**src/rtl/serial_sync_fifo.sv**
```systemverilog
// serial_sync_fifo: brings an asynchronous data-ready strobe into the clk
// domain, captures one word per synchronized rising edge and buffers the
// captured words in a small FIFO with a valid/ready output and a sticky
// overflow flag.
module serial_sync_fifo #(
    parameter int DATA_WIDTH  = 32,
    parameter int SYNC_STAGES = 2,
    parameter int FIFO_DEPTH  = 4,
    localparam int CNT_W      = $clog2(FIFO_DEPTH) + 1
) (
    input  logic                  clk,
    input  logic                  rst,
    input  logic                  asyn_data_ready,
    input  logic [DATA_WIDTH-1:0] i_data,
    output logic [DATA_WIDTH-1:0] o_data,
    output logic                  o_valid,
    input  logic                  o_ready,
    output logic [CNT_W-1:0]      o_count,
    output logic                  o_overflow,
    input  logic                  ovf_clr
);

    localparam int PTR_W = $clog2(FIFO_DEPTH);
    localparam logic [CNT_W-1:0] FULL_CNT = CNT_W'(FIFO_DEPTH);
    localparam logic [CNT_W-1:0] ONE_CNT  = CNT_W'(1);

    // Synchronizer and edge detection
    logic [SYNC_STAGES-1:0] sync_reg;
    // fill_reg tracks which sync stages hold a genuine post-reset sample,
    // so the reset value of the chain is never mistaken for a low strobe.
    logic [SYNC_STAGES-1:0] fill_reg;
    logic                   s_d_reg;
    logic                   armed_reg;
    logic                   s;
    logic                   capture;

    // One-word capture stage between the edge detector and the FIFO write
    logic                   cap_valid_reg;
    logic [DATA_WIDTH-1:0]  cap_data_reg;

    // FIFO storage and bookkeeping
    logic [DATA_WIDTH-1:0]  mem [FIFO_DEPTH];
    logic [PTR_W-1:0]       wr_ptr_reg;
    logic [PTR_W-1:0]       rd_ptr_reg;
    logic [PTR_W-1:0]       rd_ptr_inc;
    logic [CNT_W-1:0]       count_reg;
    logic [CNT_W-1:0]       count_next;
    logic [DATA_WIDTH-1:0]  data_reg;
    logic [DATA_WIDTH-1:0]  data_next;
    logic                   overflow_reg;

    logic                   pop;
    logic                   full;
    logic                   wr_en;
    logic                   ovf_evt;

    assign s          = sync_reg[SYNC_STAGES-1];
    assign capture    = armed_reg & s & ~s_d_reg;
    assign pop        = (count_reg != '0) & o_ready;
    assign full       = (count_reg == FULL_CNT);
    // A full FIFO still accepts a word when the head leaves on the same edge.
    assign wr_en      = cap_valid_reg & (~full | pop);
    assign ovf_evt    = cap_valid_reg & full & ~pop;
    assign rd_ptr_inc = rd_ptr_reg + PTR_W'(1);

    // Synchronizer chain, edge-detect delay and arming flag
    always_ff @(posedge clk or negedge rst) begin
        if (!rst) begin
            sync_reg  <= '0;
            fill_reg  <= '0;
            s_d_reg   <= 1'b0;
            armed_reg <= 1'b0;
        end else begin
            sync_reg  <= {sync_reg[SYNC_STAGES-2:0], asyn_data_ready};
            fill_reg  <= {fill_reg[SYNC_STAGES-2:0], 1'b1};
            s_d_reg   <= s;
            armed_reg <= armed_reg | (fill_reg[SYNC_STAGES-1] & ~s);
        end
    end

    // Capture register: holds the word taken on the synchronized rising edge
    always_ff @(posedge clk or negedge rst) begin
        if (!rst) begin
            cap_valid_reg <= 1'b0;
            cap_data_reg  <= '0;
        end else begin
            cap_valid_reg <= capture;
            if (capture) begin
                cap_data_reg <= i_data;
            end
        end
    end

    // Storage write port (no reset so it maps onto RAM)
    always_ff @(posedge clk) begin
        if (wr_en) begin
            mem[wr_ptr_reg] <= cap_data_reg;
        end
    end

    // Next count and next head word
    always_comb begin
        count_next = count_reg;
        data_next  = data_reg;
        if (wr_en && !pop) begin
            count_next = count_reg + ONE_CNT;
        end else if (!wr_en && pop) begin
            count_next = count_reg - ONE_CNT;
        end
        // The incoming word becomes the head when the FIFO is, or is about
        // to become, empty; otherwise a pop loads the next stored entry.
        if (wr_en && ((count_reg == '0) || ((count_reg == ONE_CNT) && pop))) begin
            data_next = cap_data_reg;
        end else if (pop && (count_reg > ONE_CNT)) begin
            data_next = mem[rd_ptr_inc];
        end
    end

    // Pointers, count, registered head word and sticky overflow
    always_ff @(posedge clk or negedge rst) begin
        if (!rst) begin
            wr_ptr_reg   <= '0;
            rd_ptr_reg   <= '0;
            count_reg    <= '0;
            data_reg     <= '0;
            overflow_reg <= 1'b0;
        end else begin
            if (wr_en) begin
                wr_ptr_reg <= wr_ptr_reg + PTR_W'(1);
            end
            if (pop) begin
                rd_ptr_reg <= rd_ptr_inc;
            end
            count_reg    <= count_next;
            data_reg     <= data_next;
            // A new overflow outranks a simultaneous clear.
            overflow_reg <= (overflow_reg & ~ovf_clr) | ovf_evt;
        end
    end

    assign o_data     = data_reg;
    assign o_valid    = (count_reg != '0);
    assign o_count    = count_reg;
    assign o_overflow = overflow_reg;

endmodule

```
**config.mk**
```make
export PLATFORM = sky130hd
export DESIGN_NAME = serial_sync_fifo
export DESIGN_NICKNAME = d
export VERILOG_FILES = /design/src/rtl/serial_sync_fifo.sv
export SDC_FILE = /design/constraint.sdc
export NUM_CORES = 1
export LEC_CHECK = 0
export ABC_AREA = 1
export ABC_CLOCK_PERIOD_IN_PS = 3620
export BUFFER_PORTS_ARGS = -buffer_cell sky130_fd_sc_hd__buf_2
export CAP_MARGIN = 20
export CORE_MARGIN = 3
export CORE_UTILIZATION = 47
export DETAILED_ROUTE_END_ITERATION = 8
export PLACE_DENSITY = 0.65
export SYNTH_ARGS = -nofsm -noshare
export SYNTH_HDL_FRONTEND = slang
export SYNTH_SLANG_ARGS = --single-unit
```
**constraint.sdc**
```tcl
create_clock -name clk -period 3.62 [get_ports clk]
set_clock_uncertainty 0.05 [all_clocks]
set_input_delay 0.362 -clock clk [delete_from_list [all_inputs] [get_ports clk]]
set_output_delay 0.362 -clock clk [all_outputs]
set_load 0.03 [all_outputs]
```
**Word-level counts from Yosys, hierarchy flattened**

Memories as Yosys holds them, arrays and structs flattened.
Index checks and enable logic that the tools add are counted.

- Flip-flop bits (word level): 79
- Bits in writable memories: 128
- Bits of input ports: 37
- Output and inout port bits: 37
- Word-level logic and storage cells: 53
- Memories: 1

Memories:

| memory | words | width | rd ports | clocked after memory_dff | write ports | RTL line | source |
|---|---|---|---|---|---|---|---|
| mem | 4 | 32 | 1 | 0 | 1 | 42 | `logic [DATA_WIDTH-1:0] mem [FIFO_DEPTH];` |

- Add/sub/neg operators: 4
- Magnitude comparators: 1
- Eq/ne operators: 2
- Muxes and demuxes: 6
- Bitwise operators: 16
- Reductions and logical operators: 12

Operators with widths:

| cell | number |
|---|---|
| two-way mux 32 bit | 2 |
| bitwise AND 1 bit | 8 |
| two-way mux 3 bit | 2 |
| logical AND 1 bit | 5 |
| NOT 1 bit | 5 |
| adder 2 x 1 -> 2 bit, second input constant | 2 |
| nonzero test 2 bit | 2 |
| adder 3 x 1 -> 3 bit, second input constant | 1 |
| == test 3 x 1 -> 1 bit, second input constant | 1 |
| == test 3 bit, second input constant | 1 |
| > comparator 3 x 1 -> 1 bit, second input constant | 1 |
| zero test 3 bit | 1 |
| OR 1 bit | 3 |
| nonzero test 3 bit | 1 |
| subtractor 3 x 1 -> 3 bit, second input constant | 1 |
| zero test 1 bit | 2 |
| two-way mux 1 bit | 2 |
| logical OR 1 bit | 1 |

**Logic depth before layout (Yosys ltp)**

- Word-level depth: 8
- Gate-level depth with buffers: 11
- Depth with buffers taken out: 11

**Least setup slack after synthesis**

Ideal clock, no wire load.

- Kind: register to register
- Start point: reg count_reg[0] (netlist: o_count[0])
- End point: mem mem[0][0] (enable)
- Library setup time: 0.421 ns
- Data arrival time: 2.572 ns
- Data required time: 3.149 ns
- Path slack: 0.577 ns
- Stages on the path, launching flop included: 6
- Path buffers: 0
- Clock period less this slack: 3.043 ns
- Cells stage by stage: dfrtp_1 > inv_1 > ha_1 > nand3b_1 > nand2_2 > nor2_1

- Word-level cells in the longest chain between the ends: 6
- Elaborated cells between the ends (all ways): 8
- Classes of those cells: eq/ne: 1; mux: 2; bitwise: 4; reduce/logical: 1

Ends and longest elaborated chain:

| what | RTL line | source |
|---|---|---|
| start, declared | 46 | `logic [CNT_W-1:0] count_reg;` |
| start signal, assigned | 134 | `count_reg <= count_next;` |
| nonzero test 3 bit / == test 3 bit (equally long branches) | 59, 60 |  |
| bitwise AND 1 bit / NOT 1 bit (equally long branches) | 59, 62 |  |
| OR 1 bit (*) | 62 | `assign wr_en = cap_valid_reg & (~full \| pop);` |
| bitwise AND 1 bit (*) | 62 |  |
| two-way mux 1 bit (*) | 96 | `if (wr_en) begin` |
| two-way mux 1 bit (not written as such) (*) | 97 | `mem[wr_ptr_reg] <= cap_data_reg;` |
| end, declared | 42 |  |

Every way passes the cells marked *; elsewhere a longest branch is shown, timed or not.

**Worst setup path in the final report**

- Start point: reg count_reg[0] (netlist: o_count[0])
- End point: mem mem[3][15] (enable)

Same word-level chain as after synthesis.

==> flow_summary.toml <==
[routing]
dr.first_iter.drc_count = 349
vias = 5641
drc = 0
ant_nets = 0
firstDrtPassIters = 4
post_drt_wl_per_cell_um = 15.01
routed_via_density = 4.859
drt_wl_total_mm = 17.43

[finish]
final_area_mm2 = 0.01010
fillers = 1543
diodes = 0
drive_above_1_share_pct = 17.06
largest_register_ffs = 128
nNetsFinal = 963
syn_to_final_growth_pct = 16.12
final_cells = 1161

[logic_synthesis]
synth-seq-cells = 207
synth_ff_type = "edfxtp_1"
synth.avg_cell_area_um2 = 10.49
synth_cell_types = 23
synth_edf_count = 128
async_reset_ff_share_pct = 38.16
syn_area_mm2 = 0.008700
yosysSeqAreaShare_pct = 66.91
syn_nets = 875
ys_warn_count = 0
synth_cells = 829

[critical_path]
crit_family = "simple AND/OR/NAND/NOR gates"
cp_num_buf_inv = 1
startpoint = "o_count[0]"
cp_data_arrival_time_ns = 2.47
startpoint_type = "flop"
reg2reg_to = "mem[3][15]"
critPathMaxFanout = 32
worst_path_max_delay_cell = "nor2_4"
max_stage_delay_ns = 0.82
reg2reg_depth = 5
crit_chain = "inv_1 -> ha_1 -> nand3b_1 -> nand2_2 -> nor2_4"
r2r-start = "o_count[0]"
cp-end-kind = "flop"
rrSetupSlack_ns = 1.21
crit_type = "reg2reg"
worstPathRequired_ns = 3.68
cp.depth = 5
crit_path_end = "mem[3][15]"

[global_routing]
antenna_found_initial = 0
use_met3_pct = 3.360
use_met2_pct = 29.17
grt_max_degree = 80
grt_overflow = 0
grtUsageTotal_pct = 17.50
use_met1_pct = 24.09
top_usage_layer = "met2"
first_global_vias = 5479
grt_first_pass_wirelength_mm = 28.46

[floorplan]
core.rowCount = 49
core_area_mm2 = 0.01809
top_level_ports = 74
die_width_um = 142.1
die-area_mm2 = 0.02018
die_h_um = 142.1
initial_utilization_pct = 48.10

[timing]
finalSetupViolCount = 0
post-route-min-period_ns = 2.409
worst_pin_slew_ns = 1.019
timing.slew.headroom_pct = 31.91
period_share_pct = 66.55
drv_slew = 0
rsz0062_at_grt = "false"
fin_setup_tns_ns = 0
hold_violations = 0
fmax_mhz = 415.1

[power_and_ir_drop]
total_power_mw = 8.245
total_leakage_power_nw = 4.698
powerDensity_mw_per_mm2 = 816.1
ir_drop_mv = 0.5516

[placement]
place_inst = 1100
gp_congestion = 0.6988
portBuffers = 73
dp_hpwl_mm = 9.876
place_area_mm2 = 0.009154

[clocking]
clk_latency_ns = 0.50
cts_tree = "done"
clkSinkCount = 207
cts_resized = 0
clockRootBuffer = "clkbuf_16"
path_clk_slew_ns = 0.06
post-cts-setup-buffers = 0
cts_made_buffers = 22
htree_levels = 1
clockBufferDepth = 3

[min_path]
hold_path_class = "in2reg"

[run]
drv_cap = 0

[status]
run_status = "finished clean"
[worst min-delay path by stage]
stage                                  end         from  cells past startpoint  slack [ns]
after detailed placement       fill_reg[1]  fill_reg[0]                      0        0.29
after CTS                 cap_data_reg[10]   i_data[10]                      3       0.002
after global placement         fill_reg[1]  fill_reg[0]                      0        0.28
after floorplan                  armed_reg          rst                      0        0.02
after global routing       cap_data_reg[7]    i_data[7]                      3        0.01
final                     cap_data_reg[10]   i_data[10]                      3        0.02
[cells in the final DEF (no fill, tap or decap)]
cell type and count:
clkinv_2 4, bufinv_16 3, nand2_1 457, buf_16 1
clkbuf_1 7, nor2_1 4, inv_1 16, buf_4 8
clkinv_1 2, ha_1 9, conb_1 1, xor2_1 4
nand2_2 6, clkbuf_16 22, clkinv_8 1, dfrtp_1 79
nand3b_1 1, nand3_2 28, o22ai_1 1, o21ai_0 4
nand2_4 2, xnor2_1 1, inv_2 4, nand3_1 38
dlygate4sd3_1 21, nor2_4 7, edfxtp_1 128, nand3_4 1
buf_2 72
[power breakdown]
part / switching [mW] / internal [mW]
Sequential: 0.263 / 3.00
Clock: 0.872 / 1.34
Combinational: 1.95 / 0.815
[area by class of cell]
class,instances,area (um2),share of cell area (%)
well taps,229,286.5,2.836
multi-input cells,564,2551,25.25
repair buffers,102,658.1,6.515
clock inverters,10,133.9,1.325
inverters,20,75.07,0.7431
flip-flops and latches,207,5821,57.62
clock buffers,29,576.8,5.710
[worst min-delay path: cells and delay by family]
family	cells	cell delay (ns)
buffers and inverters	1	0.07
and+or+nand+nor	2	0.08
[kinds of logic (layout without fill, tap and decap cells)]
logic type,after synthesis,count (layout),share of synthesized area [%]
xor+xnor,5,5,0.5034
flops,207,207,66.91
compound gates,5,5,0.3021
buf+inv,58,161,4.113
other cells,1,1,0.04311
simple gates,544,544,26.84
fa+ha+maj,9,9,1.294
[metal layers]
metal	part of all wire [%]	vias up	routed length, um
li1	-	2844	-
met1	46	2640	8083
met2	47	124	8210
met3	4.7	33	820
met4	1.8	0	314
met5	0	-	0
[per-stage QoR]
step	hold slack, ns	setup WS, ns	util [%]
floorplan	0.01641	0.5767	-
global placement	0.2843	1.292	50.61
detailed placement	0.2889	1.184	50.61
CTS	0.001512	1.161	55.65
global route	0.01247	1.028	55.86
finish	0.01661	1.211	55.86
[synthesized netlist by cell type, types with 4 or more instances]
cell type,number,area share (%)
nand3_2,28,3.2
inv_1,16,0.69
ha_1,9,1.3
dfrtp_1,79,23
inv_2,4,0.17
edfxtp_1,128,44
clkbuf_1,7,0.30
o21ai_0,4,0.23
xor2_1,4,0.40
nand2_1,457,20
nor2_1,8,0.35
buf_6,15,1.9
nand3_1,38,2.2
nand2_2,6,0.43
buf_2,13,0.75
[timing repair]
action                     in CTS  in global routing
hold endpoints to repair       20                 36
hold buffers                   20                  1
setup endpoints to repair       0                  0
Power figures use the tool's default switching activity.
